## config.mk

```make
export PLATFORM = sky130hd
export DESIGN_NAME = div_sequencer
export DESIGN_NICKNAME = d
export VERILOG_FILES = /design/src/rtl/div_sequencer.sv
export SDC_FILE = /design/constraint.sdc
export NUM_CORES = 1
export LEC_CHECK = 0
export ABC_AREA = 1
export BUFFER_PORTS_ARGS = -buffer_cell sky130_fd_sc_hd__buf_2
export CAP_MARGIN = 20
export CORE_MARGIN = 1.5
export CORE_UTILIZATION = 30
export DETAILED_ROUTE_END_ITERATION = 10
export GPL_TIMING_DRIVEN = 0
export HOLD_SLACK_MARGIN = 0.05
export PLACE_DENSITY = 0.55
export REMOVE_ABC_BUFFERS = 1
export SKIP_CTS_REPAIR_TIMING = 1
export SLEW_MARGIN = 20
export SYNTH_ARGS = -nofsm -noshare
export SYNTH_HDL_FRONTEND = slang
export SYNTH_SLANG_ARGS = --single-unit
```

## constraint.sdc

```tcl
create_clock -name clk -period 80.5 [get_ports clk]
set_clock_uncertainty 0.1 [all_clocks]
set_input_delay 16.1 -clock clk [delete_from_list [all_inputs] [get_ports clk]]
set_output_delay 16.1 -clock clk [all_outputs]
set_load 0.005 [all_outputs]
```

## src/rtl/div_sequencer.sv

```systemverilog
// Multi-cycle restoring divider for DIV/DIVU/REM/REMU: one quotient bit per cycle,
// sign handling around an unsigned shift-subtract core.

module full_adder #(
    parameter int WIDTH = 8
) (
    input  logic [WIDTH-1:0] a_i,
    input  logic [WIDTH-1:0] b_i,
    input  logic             cin_i,
    output logic [WIDTH-1:0] sum_o,
    output logic             cout_o
);
    logic [WIDTH:0] carry;

    assign carry[0] = cin_i;

    generate
        for (genvar gi = 0; gi < WIDTH; gi++) begin : g_bit
            assign sum_o[gi]     = a_i[gi] ^ b_i[gi] ^ carry[gi];
            assign carry[gi + 1] = (a_i[gi] & b_i[gi]) | (carry[gi] & (a_i[gi] ^ b_i[gi]));
        end
    endgenerate

    assign cout_o = carry[WIDTH];
endmodule

module opposite #(
    parameter int WIDTH = 8
) (
    input  logic [WIDTH-1:0] a_i,
    output logic [WIDTH-1:0] neg_o
);
    assign neg_o = ~a_i + WIDTH'(1);
endmodule

module div_sequencer #(
    parameter int WORDSIZE = 64
) (
    input  logic                clk,
    input  logic                rst_n,
    input  logic                start,
    input  logic                is_signed,
    input  logic [WORDSIZE-1:0] dividend,
    input  logic [WORDSIZE-1:0] divisor,
    output logic                busy,
    output logic                done,
    output logic [WORDSIZE-1:0] quotient,
    output logic [WORDSIZE-1:0] remainder,
    output logic                div_zero
);
    localparam int CW = $clog2(WORDSIZE + 1);

    localparam logic [2:0] S_IDLE = 3'd0;
    localparam logic [2:0] S_PREP = 3'd1;
    localparam logic [2:0] S_ITER = 3'd2;
    localparam logic [2:0] S_FIX  = 3'd3;
    localparam logic [2:0] S_DONE = 3'd4;

    localparam logic [WORDSIZE-1:0] MIN_NEG = {1'b1, {(WORDSIZE - 1){1'b0}}};

    logic [2:0]          state_q, state_d;
    logic                signed_q, signed_d;
    logic                qneg_q, qneg_d;
    logic                rneg_q, rneg_d;
    logic [WORDSIZE-1:0] dvd_q, dvd_d;     // dividend magnitude, becomes quotient as it shifts
    logic [WORDSIZE-1:0] dvsr_q, dvsr_d;
    logic [WORDSIZE-1:0] rem_q, rem_d;
    logic [CW-1:0]       cnt_q, cnt_d;
    logic [WORDSIZE-1:0] quot_q, quot_d;
    logic [WORDSIZE-1:0] rmd_q, rmd_d;
    logic                dz_q, dz_d;

    logic [WORDSIZE-1:0] neg_dvd;
    logic [WORDSIZE-1:0] neg_dvsr;
    logic [WORDSIZE-1:0] neg_rem;
    logic [WORDSIZE-1:0] rem_sh;
    logic [WORDSIZE-1:0] trial;
    logic                trial_carry;
    logic                trial_ge;

    opposite #(.WIDTH(WORDSIZE)) u_neg_dvd  (.a_i(dvd_q),  .neg_o(neg_dvd));
    opposite #(.WIDTH(WORDSIZE)) u_neg_dvsr (.a_i(dvsr_q), .neg_o(neg_dvsr));
    opposite #(.WIDTH(WORDSIZE)) u_neg_rem  (.a_i(rem_q),  .neg_o(neg_rem));

    // The bit shifted out of rem_q is the (WORDSIZE+1)-th bit of the shifted
    // remainder; together with the adder carry it gives the unsigned compare.
    assign rem_sh = {rem_q[WORDSIZE-2:0], dvd_q[WORDSIZE-1]};

    full_adder #(.WIDTH(WORDSIZE)) u_sub (
        .a_i    (rem_sh),
        .b_i    (neg_dvsr),
        .cin_i  (1'b0),
        .sum_o  (trial),
        .cout_o (trial_carry)
    );

    assign trial_ge = rem_q[WORDSIZE-1] | trial_carry;

    always_comb begin
        state_d  = state_q;
        signed_d = signed_q;
        qneg_d   = qneg_q;
        rneg_d   = rneg_q;
        dvd_d    = dvd_q;
        dvsr_d   = dvsr_q;
        rem_d    = rem_q;
        cnt_d    = cnt_q;
        quot_d   = quot_q;
        rmd_d    = rmd_q;
        dz_d     = dz_q;

        case (state_q)
            S_IDLE: begin
                if (start) begin
                    signed_d = is_signed;
                    qneg_d   = is_signed & (dividend[WORDSIZE-1] ^ divisor[WORDSIZE-1]);
                    rneg_d   = is_signed & dividend[WORDSIZE-1];
                    dvd_d    = dividend;
                    dvsr_d   = divisor;
                    if (divisor == '0) begin
                        quot_d  = '1;
                        rmd_d   = dividend;
                        dz_d    = 1'b1;
                        state_d = S_DONE;
                    end else if (is_signed && dividend == MIN_NEG && divisor == '1) begin
                        quot_d  = dividend;
                        rmd_d   = '0;
                        dz_d    = 1'b0;
                        state_d = S_DONE;
                    end else begin
                        state_d = S_PREP;
                    end
                end
            end
            S_PREP: begin
                if (signed_q && dvd_q[WORDSIZE-1]) begin
                    dvd_d = neg_dvd;
                end
                if (signed_q && dvsr_q[WORDSIZE-1]) begin
                    dvsr_d = neg_dvsr;
                end
                rem_d   = '0;
                cnt_d   = '0;
                state_d = S_ITER;
            end
            S_ITER: begin
                rem_d = trial_ge ? trial : rem_sh;
                dvd_d = {dvd_q[WORDSIZE-2:0], trial_ge};
                cnt_d = cnt_q + CW'(1);
                if (cnt_q == CW'(WORDSIZE - 1)) begin
                    state_d = S_FIX;
                end
            end
            S_FIX: begin
                quot_d  = qneg_q ? neg_dvd : dvd_q;
                rmd_d   = rneg_q ? neg_rem : rem_q;
                dz_d    = 1'b0;
                state_d = S_DONE;
            end
            S_DONE: begin
                state_d = S_IDLE;
            end
            default: begin
                state_d = S_IDLE;
            end
        endcase
    end

    always_ff @(posedge clk) begin
        if (!rst_n) begin
            state_q  <= S_IDLE;
            signed_q <= 1'b0;
            qneg_q   <= 1'b0;
            rneg_q   <= 1'b0;
            dvd_q    <= '0;
            dvsr_q   <= '0;
            rem_q    <= '0;
            cnt_q    <= '0;
            quot_q   <= '0;
            rmd_q    <= '0;
            dz_q     <= 1'b0;
        end else begin
            state_q  <= state_d;
            signed_q <= signed_d;
            qneg_q   <= qneg_d;
            rneg_q   <= rneg_d;
            dvd_q    <= dvd_d;
            dvsr_q   <= dvsr_d;
            rem_q    <= rem_d;
            cnt_q    <= cnt_d;
            quot_q   <= quot_d;
            rmd_q    <= rmd_d;
            dz_q     <= dz_d;
        end
    end

    assign busy      = (state_q != S_IDLE);
    assign done      = (state_q == S_DONE);
    assign quotient  = quot_q;
    assign remainder = rmd_q;
    assign div_zero  = dz_q;
endmodule

```

# ---- Word level (Yosys, flattened, before mapping)
# Cells that the tools add are included.
dict set report totals {
  inputBits 132
  word_cells 395
  out_inout_bits 131
  reg_bits 334
}
dict set report op_classes {
  n_reduce_logical 16
  n_mux 28
  add_sub_neg 4
  bitwise 324
  eq_ne 12
}
# cell n
set ops {}
lappend ops {{64-bit 2-to-1 mux} 13}
lappend ops {{64-bit one-hot mux with 2 select lines} 4}
lappend ops {{64-bit by 1-bit adder with 64-bit output (second input constant)} 3}
lappend ops {{64-bit inverter} 3}
lappend ops {{64-bit one-hot mux with 3 select lines} 1}
lappend ops {{1-bit bitwise AND} 129}
lappend ops {{64-bit equality test (second input constant)} 2}
lappend ops {{1-bit bitwise XOR} 128}
lappend ops {{64-bit logical NOT} 1}
lappend ops {{1-bit OR} 64}
lappend ops {{7-bit one-hot mux with 2 select lines} 1}
lappend ops {{3-bit 2-to-1 mux} 4}
lappend ops {{3-bit one-hot mux with 4 select lines} 1}
lappend ops {{3-bit AND reduction} 3}
lappend ops {{2-bit inequality test (second input constant)} 4}
lappend ops {{7-bit by 1-bit adder with 7-bit output (second input constant)} 1}
lappend ops {{7-bit by 6-bit equality test with 1-bit output (second input constant)} 1}
lappend ops {{3-bit by 2-bit equality test with 1-bit output (second input constant)} 2}
lappend ops {{2-bit nonzero test} 3}
lappend ops {{3-bit nonzero test} 2}
lappend ops {{1-bit logical AND} 4}
lappend ops {{2-bit AND reduction} 2}
lappend ops {{3-bit by 1-bit equality test with 1-bit output (second input constant)} 1}
lappend ops {{3-bit equality test (second input constant)} 1}
lappend ops {{4 further kinds} 6}

# ---- Longest topological paths before layout
dict set report logic_depth {
  word_depth 132
  ltp_mapped 76
  mapped_depth_nobuf 75
}

# ---- Hierarchy
# From an unflattened synthesis, not the netlist that was laid out.
dict set report hier_totals {
  hier_cells 4365
  area_unflattened_um2 25849.8
}
# module seq_area_each_um2 area_per_inst_um2 cells_each instances
set modules_own_cells {}
lappend modules_own_cells {div_sequencer 6686.4 18032.3 2891 1}
lappend modules_own_cells {{opposite (u_neg_dvd ...)} 0.0 2194.6 468 2}
lappend modules_own_cells {{opposite (u_neg_rem)} 0.0 2109.5 464 1}
lappend modules_own_cells {full_adder 0.0 1318.8 74 1}

# ---- Worst setup path before layout
# OpenSTA, ideal clock, no wires.
dict set report synth_timing {
  path_type {register -> register}
  startpoint {register dvsr_q[0]}
  endpoint {register rem_q[57]}
  stages_incl_launch_ff 75
  setup_ns 0.071
  synth_period_minus_slack_ns 25.295
  required_ns 80.329
  arrival_time_ns 25.124
  path_buffers 2
  setup_slack_ns 55.205
  path_cell_list {dfxtp_1 > inv_1 > ha_1 > fa_1 > inv_1 > fa_1 > inv_1 > fa_1 > fa_1 > fa_1 > fa_1 > fa_1 > inv_1 > fa_1 > fa_1 > inv_1 > fa_1 > fa_1 > (+39 left out) > fa_1 > fa_1 > fa_1 > fa_1 > fa_1 > fa_1 > fa_1 > fa_1 > fa_1 > fa_1 > fa_1 > fa_1 > fa_1 > nor2_1 > clkbuf_1 > clkbuf_1 > o21ai_0 > a21oi_1}
}
dict set report synth_via {
  elab_chain_len 132
  elab_cells_between_ends 259
  classes_between {add/sub: 1; mux: 2; bitwise: 256}
}
# item line_no
set synth_rtl {}
lappend synth_rtl {{start, declared} 66} ;# logic [WORDSIZE-1:0] dvsr_q, dvsr_d;
lappend synth_rtl {{start signal, assigned} 188} ;# dvsr_q <= dvsr_d;
lappend synth_rtl {{64-bit inverter (*)} 33} ;# assign neg_o = ~a_i + WIDTH'(1);
lappend synth_rtl {{64-bit by 1-bit adder with 64-bit output (*)} 33}
lappend synth_rtl {{1-bit bitwise AND or 1-bit bitwise XOR (tied branches)} 20} ;# assign carry[gi + 1] = (a_i[gi] & b_i[gi]) | (carry[gi] & (a_i[gi] ^ b_i[gi]));
lappend synth_rtl {{1-bit bitwise AND} 20}
lappend synth_rtl {{1-bit OR} 20}
lappend synth_rtl {{1-bit bitwise AND} 20}
lappend synth_rtl {{1-bit OR} 20}
lappend synth_rtl {{1-bit bitwise AND} 20}
lappend synth_rtl {{(+116 left out)} -}
lappend synth_rtl {{1-bit OR} 20}
lappend synth_rtl {{1-bit bitwise AND} 20}
lappend synth_rtl {{1-bit OR} 20}
lappend synth_rtl {{1-bit bitwise AND} 20}
lappend synth_rtl {{1-bit OR} 20}
lappend synth_rtl {{1-bit OR} 97} ;# assign trial_ge = rem_q[WORDSIZE-1] | trial_carry;
lappend synth_rtl {{64-bit 2-to-1 mux (*)} 147} ;# rem_d = trial_ge ? trial : rem_sh;
lappend synth_rtl {{64-bit one-hot mux with 2 select lines (*)} 112} ;# case (state_q)
lappend synth_rtl {{end signal, assigned} 189} ;# rem_q <= rem_d;
lappend synth_rtl {{end, declared} 67} ;# logic [WORDSIZE-1:0] rem_q, rem_d;
# Mark *: on every way between the ends. The rest lies on a longest branch, timed or not.
# A chain may end at the register's enable or synchronous reset.

# ---- Final worst setup path
dict set report layout_timing {
  startpoint {register dvsr_q[0]}
  endpoint {register rem_q[9]}
}
# Same word-level chain as after synthesis.

==> summary.md <==
- initial standard-cell utilization of the core: 0.304
- Antenna Nets Post-Route: 0
- data required time at the worst endpoint: 80.91 ns
- post-detailed-route via-to-cell ratio: 5.15
- maximum clock path buffer count: 3
- Remaining DRCs: 0
- count of cell instances traversed by the critical path: 77
- post-synthesis instance area: 24600 µm²
- first-pass GRT wire length: 157000 µm
- synthesized flop and latch total: 334
- critical hold path startpoint: cnt_q[5]
- measured slew at the worst slew-check pin: 0.941 ns
- status: complete, no violations
- Clock Tree Root: sky130_fd_sc_hd__clkbuf_16
- number of antenna violations at the first check in global routing: 3
- number of clock sinks: 334
- number of different library cells in the post-synthesis netlist: 50
- count of pins on the block boundary: 263
- Crit Path Class: reg -> reg
- relative max-transition margin: 0.372
- placed wire-length estimate after detailed placement: 78400 µm
- Synth Instances: 4138
- max-slew violation total from the final report: 0
- R2R Setup Slk: 53.31 ns
- ranking of synthesized cells by area: sky130_fd_sc_hd__dfxtp_1, sky130_fd_sc_hd__nand2_1, sky130_fd_sc_hd__nor2_1, sky130_fd_sc_hd__a21oi_1, sky130_fd_sc_hd__inv_1
- Clock H-tree levels: 2
- fill cell instance count of the final layout: 9108
- pin count of the biggest net entering global routing: 115
- post-synthesis to final-layout area growth: 16.2%
- vertical extent of the die: 290 µm
- number of synthesized flops with an enable pin: 0
- number of max-cap violations: 0
- non-filler instance count after layout: 5350
- Worst path most repeated cell: sky130_fd_sc_hd__fa_1
- crit-path max cell delay: 0.42 ns
- crit path from: dvsr_q[0]
- routability cong.: 0.966
- critical path arrival: 27.60 ns
- TritonCTS clock tree: built
- vias after detailed routing: 27500
- endpoint class of the critical path: flip-flop
- worst flop-to-flop path startpoint: dvsr_q[0]
- final hold violation count: 0
- area enclosed by the die boundary: 83900 µm²
- layout cells sized above 1: 0.100
- Yosys Warn Count: 0
- number of global-route vias before repair: 25500
- footprint of the flip-flops and latches: 6690 µm²
- worst reg-to-reg path cell count: 77
- unrepaired setup endpoints after global routing: false
- Synth top cells by count: sky130_fd_sc_hd__nand2_1, sky130_fd_sc_hd__nor2_1, sky130_fd_sc_hd__inv_1, sky130_fd_sc_hd__a21oi_1, sky130_fd_sc_hd__dfxtp_1
- CP Launch Type: flip-flop
- Yosys top cell area share: 0.271
- number of buffer and inverter instances along the worst setup path: 9
- crit path max-delay cell type: sky130_fd_sc_hd__dfxtp_1
- detailed-router iteration count before antenna repair: 6
- # setup viols final: 0
- number of buffers added by the clock tree synthesis step: 44
- 1st-iter DRT viols: 2765
- drt wl/cell: 19.7 µm
- number of port buffers: 262
- min Tclk post-route: 27.19 ns
- DP Cell Count: 5267
- share of async-settable or async-resettable flops after synthesis: 0
- path category of the worst min-delay check: reg -> reg
- area used by multi-input combinational logic: 15400 µm²
- Placement Rows: 104
- total power density per cell area: 29.3 nW/µm²
- dominant register cell in the synthesized netlist: sky130_fd_sc_hd__dfxtp_1
- leftover overflow at the end of global routing: 0
- post-synthesis area per instance: 5.96 µm²
- clock edge transition at the registers on the reported setup and hold paths: 0.06 ns
- number of nets at the end of the flow: 4453
- worst hold path stage count: 2
- Max VDD drop: 0.0219 mV
- top fanout value on the critical path: 38
- wire length after detailed routing: 105000 µm
- Final Worst Setup Slack: 53.31 ns
- most repeated cell in the gate-level netlist after synthesis: sky130_fd_sc_hd__nand2_1
- die extent in x: 290 µm
- register area share after synthesis: 0.271
- fmax: 36.8 MHz
- dominant delay contributor by cell family on the critical path: adder cells
- setup slack after placement: 53.47 ns
- Power Total: 0.840 mW
- period utilization: 0.338
- core outline area: 80900 µm²
- cell leakage power: 13.0 nW
- final-layout setup total negative slack: 0 ns
- global routing usage summed across all routing layers: 0.245
- worst skew pair latency: 0.62 ns
- dominant cell type by area after synthesis: sky130_fd_sc_hd__dfxtp_1
==> tightest hold or removal path, stage by stage (launching register included) <==
cell	delay, ns
sky130_fd_sc_hd__dfxtp_1	0.31
sky130_fd_sc_hd__nand2_1	0.06
sky130_fd_sc_hd__a21oi_1	0.06
==> cell families (layout without fill, tap and decap cells) <==
group                      Yosys count  after routing  share of synthesized area
DFF                                334            334                      0.271
AOI/OAI and AO/OA                  858            858                      0.192
buffers and inverters              672            823                      0.106
other                                0              1                          0
adders and majority gates           68             68                     0.0537
and+or+nand+nor                   2139           2139                      0.352
xor gates and xnor gates            67             67                     0.0241
==> area by class of cell <==
class | instances | share of cell area
clock buffers | 59 | 0.0443
well taps | 1060 | 0.0463
clock inverters | 23 | 0.0129
diodes | 1 | 0.0000873
inverters | 457 | 0.0609
flip-flops and latches | 334 | 0.234
multi-input cells | 3132 | 0.538
repair buffers | 284 | 0.0641
==> metrics by stage <==
stage,area [µm²],hold WS (ns),util
floorplan,23700,0.343,-
global placement,26400,0.353,0.326
detailed placement,27000,0.361,0.334
CTS,28600,0.369,0.354
global route,28600,0.400,0.354
finish,28600,0.370,0.354
==> layout by cell type (no fill, tap or decap), types with 4 or more instances in the layout <==
| cell | count |
|---|---|
| sky130_fd_sc_hd__nand2_1 | 1057 |
| sky130_fd_sc_hd__nor2_1 | 714 |
| sky130_fd_sc_hd__inv_1 | 442 |
| sky130_fd_sc_hd__a21oi_1 | 426 |
| sky130_fd_sc_hd__dfxtp_1 | 332 |
| sky130_fd_sc_hd__o21ai_0 | 268 |
| sky130_fd_sc_hd__buf_2 | 261 |
| sky130_fd_sc_hd__nand3_1 | 228 |
| sky130_fd_sc_hd__fa_1 | 63 |
| sky130_fd_sc_hd__a221oi_1 | 60 |
| sky130_fd_sc_hd__xor2_1 | 59 |
| sky130_fd_sc_hd__o22ai_1 | 57 |
| sky130_fd_sc_hd__clkbuf_16 | 45 |
| sky130_fd_sc_hd__nor3_1 | 38 |
| sky130_fd_sc_hd__nand4_1 | 35 |
| sky130_fd_sc_hd__buf_16 | 13 |
| sky130_fd_sc_hd__nand3b_1 | 11 |
| sky130_fd_sc_hd__or2_2 | 11 |
| sky130_fd_sc_hd__inv_2 | 9 |
| sky130_fd_sc_hd__o211ai_1 | 9 |
| sky130_fd_sc_hd__clkbuf_8 | 9 |
| sky130_fd_sc_hd__bufinv_16 | 9 |
| sky130_fd_sc_hd__nor2_2 | 8 |
| sky130_fd_sc_hd__nor2_4 | 8 |
| sky130_fd_sc_hd__inv_6 | 8 |
| sky130_fd_sc_hd__xnor2_1 | 7 |
| sky130_fd_sc_hd__nand2_2 | 7 |
| sky130_fd_sc_hd__o31a_1 | 6 |
| sky130_fd_sc_hd__buf_12 | 6 |
| sky130_fd_sc_hd__o31ai_1 | 5 |
| sky130_fd_sc_hd__and2_1 | 5 |
| sky130_fd_sc_hd__ha_1 | 5 |
| sky130_fd_sc_hd__clkinv_2 | 5 |
| sky130_fd_sc_hd__clkbuf_1 | 5 |
| sky130_fd_sc_hd__nand2_4 | 4 |
| sky130_fd_sc_hd__o21a_1 | 4 |
| sky130_fd_sc_hd__o21ai_1 | 4 |
| sky130_fd_sc_hd__a41oi_1 | 4 |
==> routing by layer <==
metal	wire length, µm	track usage	vias to the layer above	part of all wire
li1	-	-	13600	-
met1	47000	0.337	12700	0.45
met2	47200	0.391	1077	0.45
met3	6820	0.0265	173	0.065
met4	4280	0.0968	2	0.041
met5	13	0	-	0.00012
==> power breakdown <==
group	internal, mW	total (mW)	switching [mW]
Combinational	0.113	0.380	0.267
Sequential	0.197	0.234	0.0367
Clock	0.140	0.227	0.0868
Total	0.450	0.840	0.391
==> sequential cells by signal, summed over array words and instances (netlist names) <==
name       count
cnt_q          7
remainder     64
qneg_q         1
signed_q       1
state_q        3
quotient      64
dvd_q         64
rneg_q         1
div_zero       1
rem_q         64
dvsr_q        64
==> path summary, 6_finish.rpt <==
check | end
setup / recovery | rem_q[9]
hold reg to reg | cnt_q[5]
hold / removal | cnt_q[5]
setup reg to reg | rem_q[9]
(Power assumes the default switching activity.)
